--- src/rtl/updown_counter.sv ---
// rtl/updown_counter.sv - parametrised up/down counter with prescaler, load, clear and terminal-count pulse
//
// Purpose:
//   General-purpose event/tick counter. The count range is 0..MAX_VALUE.
//   It can wrap or saturate at either bound, and it steps once every PRESCALE
//   enabled cycles.
//
// Ports:
//   clock          in   rising-edge clock
//   reset          in   synchronous active-low reset
//   enable         in   count enable; advances the prescaler
//   up_down        in   1 = count up, 0 = count down
//   clear          in   synchronous clear to 0
//   load           in   synchronous parallel load of load_value (clamped to MAX_VALUE)
//   load_value     in   value to load
//   counter_out    out  registered count
//   terminal_count out  one-cycle pulse following a step at a bound
//   at_max         out  counter_out == MAX_VALUE
//   at_min         out  counter_out == 0

module updown_counter #(
  parameter int WIDTH     = 8,
  parameter int MAX_VALUE = 2**WIDTH - 1,
  parameter int PRESCALE  = 1,
  parameter int SATURATE  = 0
) (
  input  logic             clock,
  input  logic             reset,
  input  logic             enable,
  input  logic             up_down,
  input  logic             clear,
  input  logic             load,
  input  logic [WIDTH-1:0] load_value,
  output logic [WIDTH-1:0] counter_out,
  output logic             terminal_count,
  output logic             at_max,
  output logic             at_min
);

  localparam int             PW       = (PRESCALE > 1) ? $clog2(PRESCALE) : 1;
  localparam logic [WIDTH-1:0] MAX_V  = WIDTH'(MAX_VALUE);
  localparam logic [PW-1:0]  PRE_LAST = PW'(PRESCALE - 1);

  logic [WIDTH-1:0] count_q, count_d;
  logic [PW-1:0]    pre_q, pre_d;
  logic             tc_q, tc_d;
  logic             step_c;

  // The prescaler counts enabled cycles. A step fires on the last cycle of
  // each interval. Clear and load both restart the interval.
  always_comb begin
    pre_d  = pre_q;
    step_c = 1'b0;
    if (clear || load) begin
      pre_d = '0;
    end else if (enable) begin
      if (pre_q == PRE_LAST) begin
        pre_d  = '0;
        step_c = 1'b1;
      end else begin
        pre_d = pre_q + PW'(1);
      end
    end
  end

  // Count update. A step taken at either bound raises terminal_count, in
  // both wrap and saturate mode. Every other edge drops it.
  always_comb begin
    count_d = count_q;
    tc_d    = 1'b0;
    if (clear) begin
      count_d = '0;
    end else if (load) begin
      count_d = (load_value > MAX_V) ? MAX_V : load_value;
    end else if (step_c) begin
      if (up_down) begin
        if (count_q >= MAX_V) begin
          tc_d    = 1'b1;
          count_d = (SATURATE != 0) ? MAX_V : '0;
        end else begin
          count_d = count_q + WIDTH'(1);
        end
      end else begin
        if (count_q == '0) begin
          tc_d    = 1'b1;
          count_d = (SATURATE != 0) ? '0 : MAX_V;
        end else begin
          count_d = count_q - WIDTH'(1);
        end
      end
    end
  end

  always_ff @(posedge clock) begin
    if (!reset) begin
      count_q <= '0;
      pre_q   <= '0;
      tc_q    <= 1'b0;
    end else begin
      count_q <= count_d;
      pre_q   <= pre_d;
      tc_q    <= tc_d;
    end
  end

  assign counter_out    = count_q;
  assign terminal_count = tc_q;
  assign at_max         = (count_q == MAX_V);
  assign at_min         = (count_q == '0);

endmodule

--- config.mk ---
export PLATFORM = sky130hd
export DESIGN_NAME = updown_counter
export DESIGN_NICKNAME = d
export VERILOG_FILES = /design/src/rtl/updown_counter.sv
export SDC_FILE = /design/constraint.sdc
export NUM_CORES = 1
export LEC_CHECK = 0
export CAP_MARGIN = 5
export CORE_UTILIZATION = 40
export CTS_CLUSTER_DIAMETER = 120
export DETAILED_ROUTE_END_ITERATION = 16
export GPL_TIMING_DRIVEN = 0
export PLACE_DENSITY = 0.69
export RECOVER_POWER = 25
export SYNTH_ARGS = -nofsm -noshare
export SYNTH_HDL_FRONTEND = slang
export SYNTH_SLANG_ARGS = --single-unit
--- constraint.sdc ---
create_clock -name clock -period 2.1 [get_ports clock]
set_input_delay 0.315 -clock clock [delete_from_list [all_inputs] [get_ports clock]]
set_output_delay 0.315 -clock clock [all_outputs]
set_load 0.05 [all_outputs]
==> metrics.md, run 1 <==
| Metric | Value |
|---|---|
| Status | completed |
| Hold Path End | counter_out[0]$_SDFFE_PP0P_ |
| First-pass GRT wire length | 4120 um |
| Post-synthesis sequential area ratio | 21.0% |
| Diodes inserted | 0 |
| Worst Path Max Fanout | 10 |
| R2R setup slack | 390 ps |
| 1st-pass router iterations | 4 |
| Final Max Slew Viols | 0 |
| Vias | 989 |
| Synth area leaders | dfxtp_1 21%, ha_1 4.4%, a21oi_1 4.1%, nor2_1 3.9%, a31oi_1 3.6% |
| Post-DP Area | 1130 um2 |
| Die H | 48.4 um |
| CTS tree | done |
| Hold path start | counter_out[0]$_SDFFE_PP0P_ |
| Path depth of the worst reg2reg path | 6 |
| Tmin final | 2000 ps |
| Leak pwr | 0.416 nW |
| Cell taking the most area after synthesis | dfxtp_1 |
| Die W | 48.4 um |
| Least-Margin Pin Slew | 498 ps |
| Number of remaining DRC errors | 0 |
| CP Capture Type | primary output |
| Initial core utilization | 43.4% |
| Synthesized area | 860 um2 |
| Final Hold Fails | 0 |
| Area Overhead vs Synth | 33.9% |
| Async SR Flop Fraction | 0% |
| Number of distinct library cells after synthesis | 42 |
| Worst path cell trace | buf_4 > nor3_4 > nand2_1 > nor2_1 > clkdlybuf4s15_1 |
| Hold Path Depth | 2 |
| Clock sink total | 9 |
| RR Endpoint | counter_out[5]$_SDFFE_PP0P_ |
| Fin nets | 160 |
| Dpl hpwl | 1870 um |
| Worst-skew pair later-pin latency | 270 ps |
| Starting DRT DRC Count | 21 |
| EDFF count, synth | 0 |
| Routability Congestion | 0.877 |
| Hold/Removal Path Class | reg2reg |
| # rows | 16 |
| Share of post-route cells with drive strength above 1 | 13.4% |
| Final instance area | 1150 um2 |
| Initial antenna violation count | 0 |
| Yosys reg bits | 9 |
| Top cell type's share of synthesized area | 21.0% |
| CTS root buf | clkbuf_4 |
| FF-to-FF Start | counter_out[0]$_SDFFE_PP0P_ |
| CP max stage delay | 500 ps |
| CP Class | reg2out |
| Setup TNS | 0 ps |
| Clk_skew | 7.98 ps |
| Crit-path slowest cell | clkdlybuf4s15_1 |
| CTS buffer count | 3 |
| Syn avg cell area | 7.47 um2 |
| Slew HR | 66.7% |
| Antenna Nets Post-Route | 0 |
| Pin count of the biggest net entering global routing | 11 |
| Syn_nets | 132 |
| Worst EP arrival | 1680 ps |
| Drt total wl | 2430 um |
| GRT Total Usage | 22.1% |
| Max Cap Viol | 0 |
| CTS Hold Bufs | 0 |
| Vias in the first global route | 909 |
| Most used DFF post-synth | dfxtp_1 |
| Bufs on Longest Clock Path | 2 |
| Drt wl/cell | 14.4 um |
| Synth warn | 0 |
| Crit start category | flop |
| Post-synth top cells | 9 x dfxtp_1, 9 x nor2_1, 8 x nand2_1 |
| CP Data Required Time | 1780 ps |
| Synthesized instance count | 115 |
| Maximum vdd drop | 344 uV |
| Pwr/cell area | 489 nW/um2 |
| Setup violations, final | 0 |
| Overflow after GRT | 0 |
| RSZ-0062 raised after global routing | no |
| FMAX | 501 MHz |
| Clock transition at the registers of the reported paths | 80 ps |
| H-tree levels | 1 |
| Ports | 25 |
| Port bufs | 23 |
| Die ar. | 2340 um2 |
| Crit share post-route | 95.1% |
| Core Region | 1980 um2 |
| Vias per inst | 5.85 |
[logic make-up (layout without fill, tap and decap cells)]
| kind of cell | Yosys count | count (layout) | synth area share, % |
|---|---|---|---|
| mux | 1 | 1 | 1.31 |
| flops | 9 | 9 | 21.0 |
| buf+inv | 13 | 40 | 6.55 |
| simple gates | 51 | 51 | 35.1 |
| compound gates | 33 | 33 | 26.6 |
| xor+xnor | 5 | 5 | 5.10 |
| fa+ha+maj | 3 | 3 | 4.37 |
[area by class of cell]
cell class                      count  area [um2]
Fill cell                         207         831
Multi-Input combinational cell     93         626
Timing Repair Buffer               23         225
Sequential cell                     9         183
Buffer                              7        35.0
Tap cell                           27        33.8
Clock buffer                        4        26.3
Inverter                            6        22.5
[layout by cell type, fill, tap and decap left out, drive strengths merged, types with 2 or more instances in the layout]
| cell type | n |
|---|---|
| nand4 | 3 |
| a31oi | 5 |
| nor3b | 2 |
| a21oi | 7 |
| xnor2 | 2 |
| nor2b | 2 |
| xor2 | 3 |
| ha | 3 |
| nand3 | 6 |
| o221ai | 3 |
| clkdlybuf4s50 | 20 |
| dfxtp | 9 |
| clkbuf | 7 |
| nand2b | 5 |
| or4 | 2 |
| inv | 5 |
| o31ai | 2 |
| and3 | 3 |
| nor2 | 9 |
| nor3 | 5 |
| o21ai | 4 |
| o211ai | 3 |
| nand2 | 8 |
| nand4bb | 2 |
| buf | 5 |
[worst max path at each step]
stage                                startpoint                          end  slack (ps)  cells after the start
finish              counter_out[2]$_SDFFE_PP0P_                       at_min         100                      5
global route        counter_out[2]$_SDFFE_PP0P_                       at_min           2                      5
floorplan           counter_out[1]$_SDFFE_PP0P_  counter_out[0]$_SDFFE_PP0P_          20                      5
global placement    counter_out[1]$_SDFFE_PP0P_                       at_max        -150                      4
detailed placement  counter_out[0]$_SDFFE_PP0P_                       at_max        -160                      4
CTS                 counter_out[2]$_SDFFE_PP0P_                       at_min          60                      5
[metal layers]
metal / wire length (um) / GRT usage, %
met2: 1180 / 36.6
met4: 42 / 8.33
met1: 1100 / 28.4
met3: 110 / 4.09
met5: 0 / 0
[through the flow]
step	cells	worst slack [ps]	hold WS (ps)	util [%]	total power, W
detailed placement	165	-156	618	56.8	0.000421
global route	169	1.78	592	58.1	0.000602
CTS	169	60.3	561	58.3	0.000561
floorplan	115	18.7	480	-	0.000347
finish	169	102	566	58.1	0.000563
global placement	165	-147	602	56.8	0.000419
[worst max-delay path, delay by kind of cell, from the launching register on]
kind	cells	cell delay, ps
buffers and inverters	2	670
flip-flops	1	310
AND/OR/NAND/NOR	3	450
[state kept, by name (all words and copies together) (netlist names)]
name / count
counter_out: 8
terminal_count: 1
[report_power, final]
group | internal [W] | switching, W | leakage (nW) | total (W)
combinational | 0.0000951 | 0.000131 | 0.327 | 0.000226
clock | 0.0000734 | 0.0000719 | 0.0150 | 0.000145
sequential | 0.000179 | 0.0000123 | 0.0743 | 0.000192
[timing repair]
action | CTS | global route
buffers inserted | 0 | 0
gates resized for setup | 6 | 5
setup endpoints to repair | 2 | 2
(Power assumes the default switching activity.)
==> run 2, diff against run 1 <==
--- a/config.mk
+++ b/config.mk
@@ -12,6 +12,7 @@
 export GPL_TIMING_DRIVEN = 0
 export PLACE_DENSITY = 0.69
 export RECOVER_POWER = 25
+export SETUP_SLACK_MARGIN = 0.02
 export SYNTH_ARGS = -nofsm -noshare
 export SYNTH_HDL_FRONTEND = slang
 export SYNTH_SLANG_ARGS = --single-unit
==> metrics.md, run 2 (synthesis gave the netlist of run 1 again) <==
| Metric | Value |
|---|---|
| Hold/Removal Path Class | reg2reg |
| Tmin final | 1980 ps |
| Top delay family on crit path | buffers and inverters |
| Clock sink total | 9 |
| Maximum vdd drop | 291 uV |
| Routability Congestion | 0.869 |
| FMAX | 504 MHz |
| Area Overhead vs Synth | 33.9% |
| CTS buffer count | 3 |
| Worst Path Max Fanout | 8 |
| Share of post-route cells with drive strength above 1 | 14.1% |
| Crit start category | flop |
| Dpl hpwl | 1900 um |
| Die W | 48.4 um |
| # rows | 16 |
| Pwr/cell area | 488 nW/um2 |
| Core Region | 1980 um2 |
| Final Hold Fails | 0 |
| Number of buffers and inverters on the critical path | 1 |
| Overflow after GRT | 0 |
| CP Capture Type | primary output |
| Switching share of power | 38.4% |
| Final Max Slew Viols | 0 |
| Drt wl/cell | 14.6 um |
| Comb pwr share | 40.2% |
| Vias in the first global route | 928 |
| Initial antenna violation count | 0 |
| Max reg flops | 8 |
| Least-Margin Pin Slew | 498 ps |
| Internal | 0.000346 W |
| Number of remaining DRC errors | 0 |
| Crit-path slowest cell | clkdlybuf4s50_1 |
| Ports | 25 |
| 1st-pass router iterations | 4 |
| Crit share post-route | 94.4% |
| Final instance area | 1150 um2 |
| Diodes inserted | 0 |
| CTS tree | done |
| H-tree levels | 1 |
| RSZ-0062 raised after global routing | no |
| Status | completed |
| Leak pwr | 0.420 nW |
| Clock group share of total power | 25.6% |
| Clk_skew | 3.55 ps |
| CP max stage delay | 870 ps |
| Setup violations, final | 0 |
| Worst-skew pair later-pin latency | 270 ps |
| GRT Total Usage | 22.5% |
| Fin nets | 160 |
| Vias | 979 |
| CTS root buf | clkbuf_4 |
| Drt total wl | 2460 um |
| Die H | 48.4 um |
| Sw power | 0.000216 W |
| Initial core utilization | 43.4% |
| Starting DRT DRC Count | 31 |
| Worst EP arrival | 1670 ps |
| First-pass GRT wire length | 4140 um |
| Worst path cell trace | clkdlybuf4s50_1 |
| Slew HR | 66.7% |
| Bufs on Longest Clock Path | 2 |
| Reg power frac | 34.1% |
| CP Class | reg2out |
| Antenna Nets Post-Route | 0 |
| Setup TNS | 0 ps |
| Vias per inst | 5.79 |
| Port bufs | 23 |
| Clock transition at the registers of the reported paths | 70 ps |
| Die ar. | 2340 um2 |
| Max Cap Viol | 0 |
| Commonest non-fill, non-tap cells in the layout | 18 x clkdlybuf4s50_1, 8 x nor2_1, 8 x nand2_1 |
| Post-DP Area | 1130 um2 |
| Commonest non-fill, non-tap cell in the layout | clkdlybuf4s50_1 |
| CP Data Required Time | 1780 ps |
| Pin count of the biggest net entering global routing | 11 |
| CTS Hold Bufs | 0 |
[run 2: what timing repair did]
item | in CTS | in global routing
setup endpoints to repair | 2 | 2
gates resized for setup | 6 | 6
hold endpoints to repair | 0 | 0
setup buffers | 0 | 0
cloned | 0 | 0
[run 2: power by group through the flow]
stage	Combinational (W)	Sequential, W	Clock (W)
after floorplan	0.000126	0.000221	0
after global routing	0.000243	0.000194	0.000166
after CTS	0.000225	0.000192	0.000153
final	0.000226	0.000192	0.000144
after global placement	0.000224	0.000195	0
after detailed placement	0.000227	0.000195	0
[run 2: worst paths after layout]
path                                       to                        start  slack [ps]  cells after the start
setup reg to reg  counter_out[5]$_SDFFE_PP0P_  counter_out[0]$_SDFFE_PP0P_         340                      6
setup / recovery               counter_out[4]  counter_out[4]$_SDFFE_PP0P_         120                      1
hold / removal    counter_out[0]$_SDFFE_PP0P_  counter_out[0]$_SDFFE_PP0P_         560                      2
hold reg to reg   counter_out[0]$_SDFFE_PP0P_  counter_out[0]$_SDFFE_PP0P_         560                      2
[run 2: per-stage QoR]
step                utilization [%]  std cells  total power, W  hold slack (ps)  setup WS [ps]
floorplan                         -        115        0.000347              480            124
global placement               57.1        165        0.000419              608           -167
detailed placement             57.1        165        0.000422              621           -176
CTS                            58.5        169        0.000569              564           24.9
global route                   58.1        169        0.000602              596           70.1
finish                         58.1        169        0.000561              562            118
[run 2: cell type report]
cell class	count	area, um2
Inverter	6	22.5
Sequential cell	9	183
Multi-Input combinational cell	93	631
Fill cell	183	831
Tap cell	27	33.8
Timing Repair Buffer	23	220
Buffer	7	35.0
Clock buffer	4	26.3
[run 2: routing by layer]
layer	vias up	track usage [%]	wire length, um
li1	491	-	-
met1	456	28.1	1090
met2	26	36.4	1200
met3	6	4.72	125
met4	0	11.8	46
met5	-	0	0
